$ cat src/rtl/data_mem_responder_if.sv
// Load/store port between the core and its data memory: a valid/ready request
// channel and a valid/ready response channel.
interface data_mem_responder_if #(
    parameter int ADDR_W = 8,
    parameter int DATA_W = 8
) ();
    logic              req_valid;
    logic              req_ready;
    logic              req_we;
    logic [ADDR_W-1:0] req_addr;
    logic [DATA_W-1:0] req_wdata;
    logic              resp_valid;
    logic              resp_ready;
    logic [DATA_W-1:0] resp_rdata;
    logic              resp_err;

    modport master (
        output req_valid, req_we, req_addr, req_wdata, resp_ready,
        input  req_ready, resp_valid, resp_rdata, resp_err
    );

    modport slave (
        input  req_valid, req_we, req_addr, req_wdata, resp_ready,
        output req_ready, resp_valid, resp_rdata, resp_err
    );
endinterface

$ cat src/rtl/data_mem_responder.sv
// Single-outstanding data memory responder: clears the array after reset,
// then serves one read/write at a time after a fixed number of wait states.
module data_mem_responder #(
    parameter int ADDR_W      = 8,
    parameter int DATA_W      = 8,
    parameter int DEPTH       = 16,
    parameter int WAIT_CYCLES = 2
) (
    input  logic                clk,
    input  logic                rst_n,
    data_mem_responder_if.slave bus,
    output logic                init_busy
);
    localparam int IDX_W = (DEPTH > 1) ? $clog2(DEPTH) : 1;
    localparam int CNT_W = (WAIT_CYCLES > 0) ? $clog2(WAIT_CYCLES + 1) : 1;

    typedef enum logic [1:0] {S_INIT, S_IDLE, S_WAIT, S_RESP} state_e;

    state_e            state_q, state_d;
    logic [IDX_W-1:0]  init_ptr_q, init_ptr_d;
    logic [CNT_W-1:0]  cnt_q, cnt_d;
    logic              we_q, we_d;
    logic [ADDR_W-1:0] addr_q, addr_d;
    logic [DATA_W-1:0] wdata_q, wdata_d;
    logic              req_ready_q, req_ready_d;
    logic              resp_valid_q, resp_valid_d;
    logic [DATA_W-1:0] resp_rdata_q, resp_rdata_d;
    logic              resp_err_q, resp_err_d;
    logic              init_busy_q, init_busy_d;

    logic [DATA_W-1:0] mem [DEPTH];
    logic              mem_we;
    logic [IDX_W-1:0]  mem_waddr;
    logic [DATA_W-1:0] mem_wdata;

    logic              acc_en;
    logic              acc_we;
    logic [ADDR_W-1:0] acc_addr;
    logic [DATA_W-1:0] acc_wdata;
    logic              acc_in_range;
    logic [IDX_W-1:0]  acc_idx;

    always_comb begin
        state_d      = state_q;
        init_ptr_d   = init_ptr_q;
        cnt_d        = cnt_q;
        we_d         = we_q;
        addr_d       = addr_q;
        wdata_d      = wdata_q;
        req_ready_d  = req_ready_q;
        resp_valid_d = resp_valid_q;
        resp_rdata_d = resp_rdata_q;
        resp_err_d   = resp_err_q;
        init_busy_d  = init_busy_q;
        mem_we       = 1'b0;
        mem_waddr    = init_ptr_q;
        mem_wdata    = '0;
        acc_en       = 1'b0;
        acc_we       = we_q;
        acc_addr     = addr_q;
        acc_wdata    = wdata_q;

        case (state_q)
            S_INIT: begin
                mem_we     = 1'b1;
                init_ptr_d = init_ptr_q + 1'b1;
                if (init_ptr_q == IDX_W'(DEPTH - 1)) begin
                    state_d     = S_IDLE;
                    init_ptr_d  = '0;
                    init_busy_d = 1'b0;
                    req_ready_d = 1'b1;
                end
            end
            S_IDLE: begin
                if (bus.req_valid && req_ready_q) begin
                    we_d        = bus.req_we;
                    addr_d      = bus.req_addr;
                    wdata_d     = bus.req_wdata;
                    req_ready_d = 1'b0;
                    // Zero wait states: access straight from the bus on the handshake edge.
                    if (WAIT_CYCLES == 0) begin
                        acc_en    = 1'b1;
                        acc_we    = bus.req_we;
                        acc_addr  = bus.req_addr;
                        acc_wdata = bus.req_wdata;
                    end else begin
                        state_d = S_WAIT;
                        cnt_d   = CNT_W'(WAIT_CYCLES);
                    end
                end
            end
            S_WAIT: begin
                if (cnt_q == CNT_W'(1)) begin
                    acc_en = 1'b1;
                end else begin
                    cnt_d = cnt_q - 1'b1;
                end
            end
            S_RESP: begin
                if (bus.resp_ready) begin
                    state_d      = S_IDLE;
                    resp_valid_d = 1'b0;
                    req_ready_d  = 1'b1;
                end
            end
            default: state_d = S_INIT;
        endcase

        acc_in_range = (32'(acc_addr) < 32'(DEPTH));
        acc_idx      = acc_addr[IDX_W-1:0];

        if (acc_en) begin
            state_d      = S_RESP;
            resp_valid_d = 1'b1;
            resp_rdata_d = '0;
            resp_err_d   = 1'b0;
            if (!acc_in_range) begin
                resp_err_d = 1'b1;
            end else if (acc_we) begin
                mem_we    = 1'b1;
                mem_waddr = acc_idx;
                mem_wdata = acc_wdata;
            end else begin
                resp_rdata_d = mem[acc_idx];
            end
        end
    end

    always_ff @(posedge clk or negedge rst_n) begin
        if (!rst_n) begin
            state_q      <= S_INIT;
            init_ptr_q   <= '0;
            cnt_q        <= '0;
            we_q         <= 1'b0;
            addr_q       <= '0;
            wdata_q      <= '0;
            req_ready_q  <= 1'b0;
            resp_valid_q <= 1'b0;
            resp_rdata_q <= '0;
            resp_err_q   <= 1'b0;
            init_busy_q  <= 1'b1;
        end else begin
            state_q      <= state_d;
            init_ptr_q   <= init_ptr_d;
            cnt_q        <= cnt_d;
            we_q         <= we_d;
            addr_q       <= addr_d;
            wdata_q      <= wdata_d;
            req_ready_q  <= req_ready_d;
            resp_valid_q <= resp_valid_d;
            resp_rdata_q <= resp_rdata_d;
            resp_err_q   <= resp_err_d;
            init_busy_q  <= init_busy_d;
        end
    end

    // Storage has no reset; the INIT sweep is what clears it.
    always_ff @(posedge clk) begin
        if (mem_we) begin
            mem[mem_waddr] <= mem_wdata;
        end
    end

    assign bus.req_ready  = req_ready_q;
    assign bus.resp_valid = resp_valid_q;
    assign bus.resp_rdata = resp_rdata_q;
    assign bus.resp_err   = resp_err_q;
    assign init_busy      = init_busy_q;
endmodule

$ cat src/flat_wrapper.sv
// flat-port wrapper written by rule: the top's interface ports become plain ports
module data_mem_responder_flat 
#(
    parameter int ADDR_W      = 8,
    parameter int DATA_W      = 8,
    parameter int DEPTH       = 16,
    parameter int WAIT_CYCLES = 2
)
  (clk, rst_n, init_busy, bus_req_valid, bus_req_we, bus_req_addr, bus_req_wdata, bus_resp_ready, bus_req_ready, bus_resp_valid, bus_resp_rdata, bus_resp_err);
  data_mem_responder_if #(.ADDR_W(ADDR_W), .DATA_W(DATA_W)) bus_i ();
  input  logic clk;
  input  logic rst_n;
  output logic init_busy;
  input wire logic [$bits(bus_i.req_valid)-1:0] bus_req_valid;
  input wire logic [$bits(bus_i.req_we)-1:0] bus_req_we;
  input wire logic [$bits(bus_i.req_addr)-1:0] bus_req_addr;
  input wire logic [$bits(bus_i.req_wdata)-1:0] bus_req_wdata;
  input wire logic [$bits(bus_i.resp_ready)-1:0] bus_resp_ready;
  output wire logic [$bits(bus_i.req_ready)-1:0] bus_req_ready;
  output wire logic [$bits(bus_i.resp_valid)-1:0] bus_resp_valid;
  output wire logic [$bits(bus_i.resp_rdata)-1:0] bus_resp_rdata;
  output wire logic [$bits(bus_i.resp_err)-1:0] bus_resp_err;
  assign bus_i.req_valid = bus_req_valid;
  assign bus_i.req_we = bus_req_we;
  assign bus_i.req_addr = bus_req_addr;
  assign bus_i.req_wdata = bus_req_wdata;
  assign bus_i.resp_ready = bus_resp_ready;
  assign bus_req_ready = bus_i.req_ready;
  assign bus_resp_valid = bus_i.resp_valid;
  assign bus_resp_rdata = bus_i.resp_rdata;
  assign bus_resp_err = bus_i.resp_err;
  data_mem_responder #(.ADDR_W(ADDR_W), .DATA_W(DATA_W), .DEPTH(DEPTH), .WAIT_CYCLES(WAIT_CYCLES)) u_core (.clk(clk), .rst_n(rst_n), .bus(bus_i), .init_busy(init_busy));
endmodule
$ cat config.mk
export PLATFORM = sky130hd
export DESIGN_NAME = data_mem_responder_flat
export DESIGN_NICKNAME = d
export VERILOG_FILES = /design/src/rtl/data_mem_responder_if.sv /design/src/rtl/data_mem_responder.sv /design/src/flat_wrapper.sv
export SDC_FILE = /design/constraint.sdc
export NUM_CORES = 1
export LEC_CHECK = 0
export ABC_CLOCK_PERIOD_IN_PS = 5200
export CAP_MARGIN = 20
export CORE_MARGIN = 2
export CORE_UTILIZATION = 58
export CTS_CLUSTER_DIAMETER = 150
export CTS_CLUSTER_SIZE = 8
export DETAILED_ROUTE_END_ITERATION = 16
export PLACE_DENSITY = 0.87
export SLEW_MARGIN = 20
export SYNTH_ARGS = -nofsm -noshare
export SYNTH_HDL_FRONTEND = slang
export SYNTH_SLANG_ARGS = --single-unit
$ cat constraint.sdc
create_clock -name clk -period 5.2 [get_ports clk]
set_clock_uncertainty 0.1 [all_clocks]
set_input_delay 1.04 -clock clk [delete_from_list [all_inputs] [get_ports clk]]
set_output_delay 1.04 -clock clk [all_outputs]
set_load 0.1 [all_outputs]
==> impl_metrics.env <==
export IMPL_ir_drop_mv=0.563
export IMPL_synth_edf_count=128
export IMPL_first_pass_iters=5
export IMPL_worst_path_buf_inv=1
export IMPL_setup_viol=0
export IMPL_yosysWarnings=0
export IMPL_cts_clk_slew_worst_paths_ns=0.06
export IMPL_tightest_slew_ns=0.980
export IMPL_grt_overflow=0
export IMPL_grt_max_degree=38
export IMPL_hpwlAfterDp_mm=8.37
export IMPL_num_io_pins=33
export IMPL_cts_resized=0
export IMPL_grt_usage=0.233
export IMPL_post_route_period_util=0.616
export IMPL_cts_buffer_depth=2
export IMPL_grt_pass1_wl_mm=21.1
export IMPL_slowest_delay_ns=1.12
export IMPL_wl_per_cell_um=24.0
export IMPL_max_freq_ghz=0.312
export IMPL_power_density_mw_per_mm2=524
export IMPL_synthAdderAreaFrac=0.0129
export IMPL_cts_sinks=165
export IMPL_ctsHoldBuffers=0
export IMPL_gp_congestion=0.847
export IMPL_synth_nets=398
export IMPL_setup_worst_path_end_class="output pin"
export IMPL_synth_xor_xnor_area_share=0.00129
export IMPL_maxCapViolations=0
export IMPL_post_route_util=0.680
export IMPL_mappedNetlistArea_sq_mm=0.00678
export IMPL_num_fill_cells=705
export IMPL_yosys_cell_count_top_type="edfxtp_1"
export IMPL_rsz0062_at_grt="false"
export IMPL_die_y_um=112
export IMPL_hold_violations=0
export IMPL_crit_slowest_cell="clkdlybuf4s50_1"
export IMPL_slew_headroom=0.345
export IMPL_cts_root_buf="clkbuf_16"
export IMPL_cp_arrival_ns=2.06
export IMPL_r2r_slack_ns=2.35
export IMPL_antenna_found_initial=0
export IMPL_nets=438
export IMPL_cts_setup_buffers=0
export IMPL_initial_core_util=0.594
export IMPL_via_per_inst=6.30
export IMPL_dieArea_sq_mm=0.0126
export IMPL_synthMuxAreaShare=0.183
export IMPL_path_class="register to output pin"
export IMPL_vias=3566
export IMPL_clock_latency_ns=0.43
export IMPL_synth_compound_area_frac=0.0316
export IMPL_hold_depth=1
export IMPL_cpLargestDelayFamily="buffers and inverters"
export IMPL_postRouteAntennaNets=0
export IMPL_crit_fanout=2
export IMPL_critPathLaunchType="register"
export IMPL_r2r_start="u_core.state_q[0]$_DFFE_PN0P_"
export IMPL_min_from="u_core.init_busy$_DFFE_PN1P_"
export IMPL_slew_viol_final=0
export IMPL_yosys_top_cells_count="edfxtp_1, dfrtp_1, mux2_2, nor2_1"
export IMPL_synthDistinctLibCells=45
export IMPL_postSynthAreaPerCell_sq_um=18.3
export IMPL_die_width_um=112
export IMPL_wl_mm=13.6
export IMPL_cp_cell_sequence="clkdlybuf4s50_1"
export IMPL_rr_worst_depth=5
export IMPL_fin_setup_tns_ns=0
export IMPL_grt_pass1_vias=3639
export IMPL_drt_iter0_drc=441
export IMPL_synthTopCellsByArea="edfxtp_1, dfrtp_1, mux4_2, mux4_1, mux2_2"
export IMPL_synth_top_family_by_area="multiplexers"
export IMPL_layout_drive_gt1_share=0.191
export IMPL_status="finished, final reports clean"
export IMPL_cts_max_level=4
export IMPL_drc=0
export IMPL_leakagePower_nw=2.76
export IMPL_core_area_sq_mm=0.0114
export IMPL_yosysTopAreaCell="edfxtp_1"
export IMPL_cts_buffers=17
export IMPL_cp_required_ns=4.06
export IMPL_async_flop_share=0.224
export IMPL_synthCells=370
export IMPL_area_growth_pct=14.6
export IMPL_ys_seq_area_frac=0.704
export IMPL_antennaDiodeCount=0
export IMPL_r2r_end="u_core.mem[10][3]$_DFFE_PP_"
export IMPL_io_buffers=32
export IMPL_fin_crit_ns=3.20
export IMPL_worstHoldEndpoint="u_core.init_busy$_DFFE_PN1P_"
export IMPL_ys_seq_elements=165
export IMPL_cts_tree="built"
export IMPL_yosys_area_top_type_share=0.567
export IMPL_synthSimpleGateAreaFrac=0.0500
export IMPL_rows=39
export IMPL_synth_top_flop_cell="edfxtp_1"
export IMPL_hp_class="register to register"
==> per-layer routing <==
metal / vias to the layer above / global-route usage / wire, um
li1: 1552 / - / -
met1: 1826 / 0.307 / 5340
met2: 160 / 0.378 / 6860
met3: 28 / 0.0589 / 1040
met4: 0 / 0.0951 / 372
met5: - / 0 / 0
==> through the flow <==
step	instance area (sq um)	total power, mW	worst slack (ns)	hold slack, ns	instances
2_1_floorplan	6780	2.61	2.86	0.363	370
3_3_place_gp	7210	2.84	2.34	0.348	534
3_5_place_dp	7210	2.90	2.31	0.353	534
4_1_cts	7770	4.07	1.98	0.359	566
5_1_grt	7770	4.23	1.95	0.373	566
6_report	7770	4.07	2.00	0.359	566
==> report_power, final <==
part,internal (mW),switching (mW),total [mW]
clock,0.688,0.478,1.17
combinational,0.514,0.691,1.21
sequential,1.57,0.124,1.70
total,2.77,1.29,4.07
==> layout by cell type (no fill, tap or decap), drive strengths merged, types with 2 or more instances in the layout <==
cell type | Yosys | layout
dfrtp | 36 | 36
buf | 10 | 4
mux4 | 32 | 32
a22oi | 5 | 5
and3 | 8 | 8
or4 | 2 | 2
mux2i | 18 | 18
nor2 | 24 | 24
o21ai | 15 | 15
a2bb2oi | 3 | 3
mux2 | 25 | 25
nand2 | 11 | 11
a21oi | 3 | 3
nor4 | 2 | 2
inv | 9 | 11
clkbuf | 4 | 24
clkdlybuf4s50 | 0 | 31
nor2b | 6 | 6
nand3 | 7 | 7
o31ai | 2 | 2
clkinv | 0 | 5
edfxtp | 128 | 128
ha | 7 | 7
==> registers in the layout, summed over array words and instances (netlist names) <==
name / cells
u_core.acc_wdata: 8
u_core.acc_addr: 8
u_core.acc_we: 1
u_core.state_q: 2
u_core.bus.resp_valid: 1
u_core.init_ptr_q: 4
u_core.bus.req_ready: 1
u_core.bus.resp_err: 1
u_core.mem: 128
u_core.cnt_q: 2
u_core.init_busy: 1
u_core.bus.resp_rdata: 8
==> final cells by class <==
type                            count  area, sq um  share of cell area
Clock buffer                       24          514              0.0662
Timing Repair Buffer               35          338              0.0435
Sequential cell                   165         4770               0.614
Clock inverter                      8         43.8             0.00564
Inverter                            9         33.8             0.00435
Tap cell                          143          179              0.0230
Multi-Input combinational cell    182         1890               0.243
==> how the worst max path moves through the flow <==
stage	start	to	slack, ns	depth (start not counted)
finish	u_core.init_busy$_DFFE_PN1P_	init_busy	2.00	1
global route	u_core.init_busy$_DFFE_PN1P_	init_busy	1.95	1
CTS	u_core.init_busy$_DFFE_PN1P_	init_busy	1.98	1
detailed placement	bus_req_valid	u_core.acc_wdata[7]$_DFFE_PN0P_	2.31	3
global placement	bus_req_valid	u_core.acc_addr[0]$_DFFE_PN0P_	2.34	3
floorplan	u_core.state_q[0]$_DFFE_PN0P_	u_core.mem[13][0]$_DFFE_PP_	2.86	6
==> cells by family (layout without fill, tap and decap cells) <==
family / count (synthesis) / after routing
adders and majority gates: 7 / 7
xor gates and xnor gates: 1 / 1
muxes: 75 / 75
and+or+nand+nor: 66 / 66
DFF: 165 / 165
buffers and inverters: 23 / 76
AOI/OAI and AO/OA: 33 / 33
Note: power is estimated with default switching activity, not from simulation.
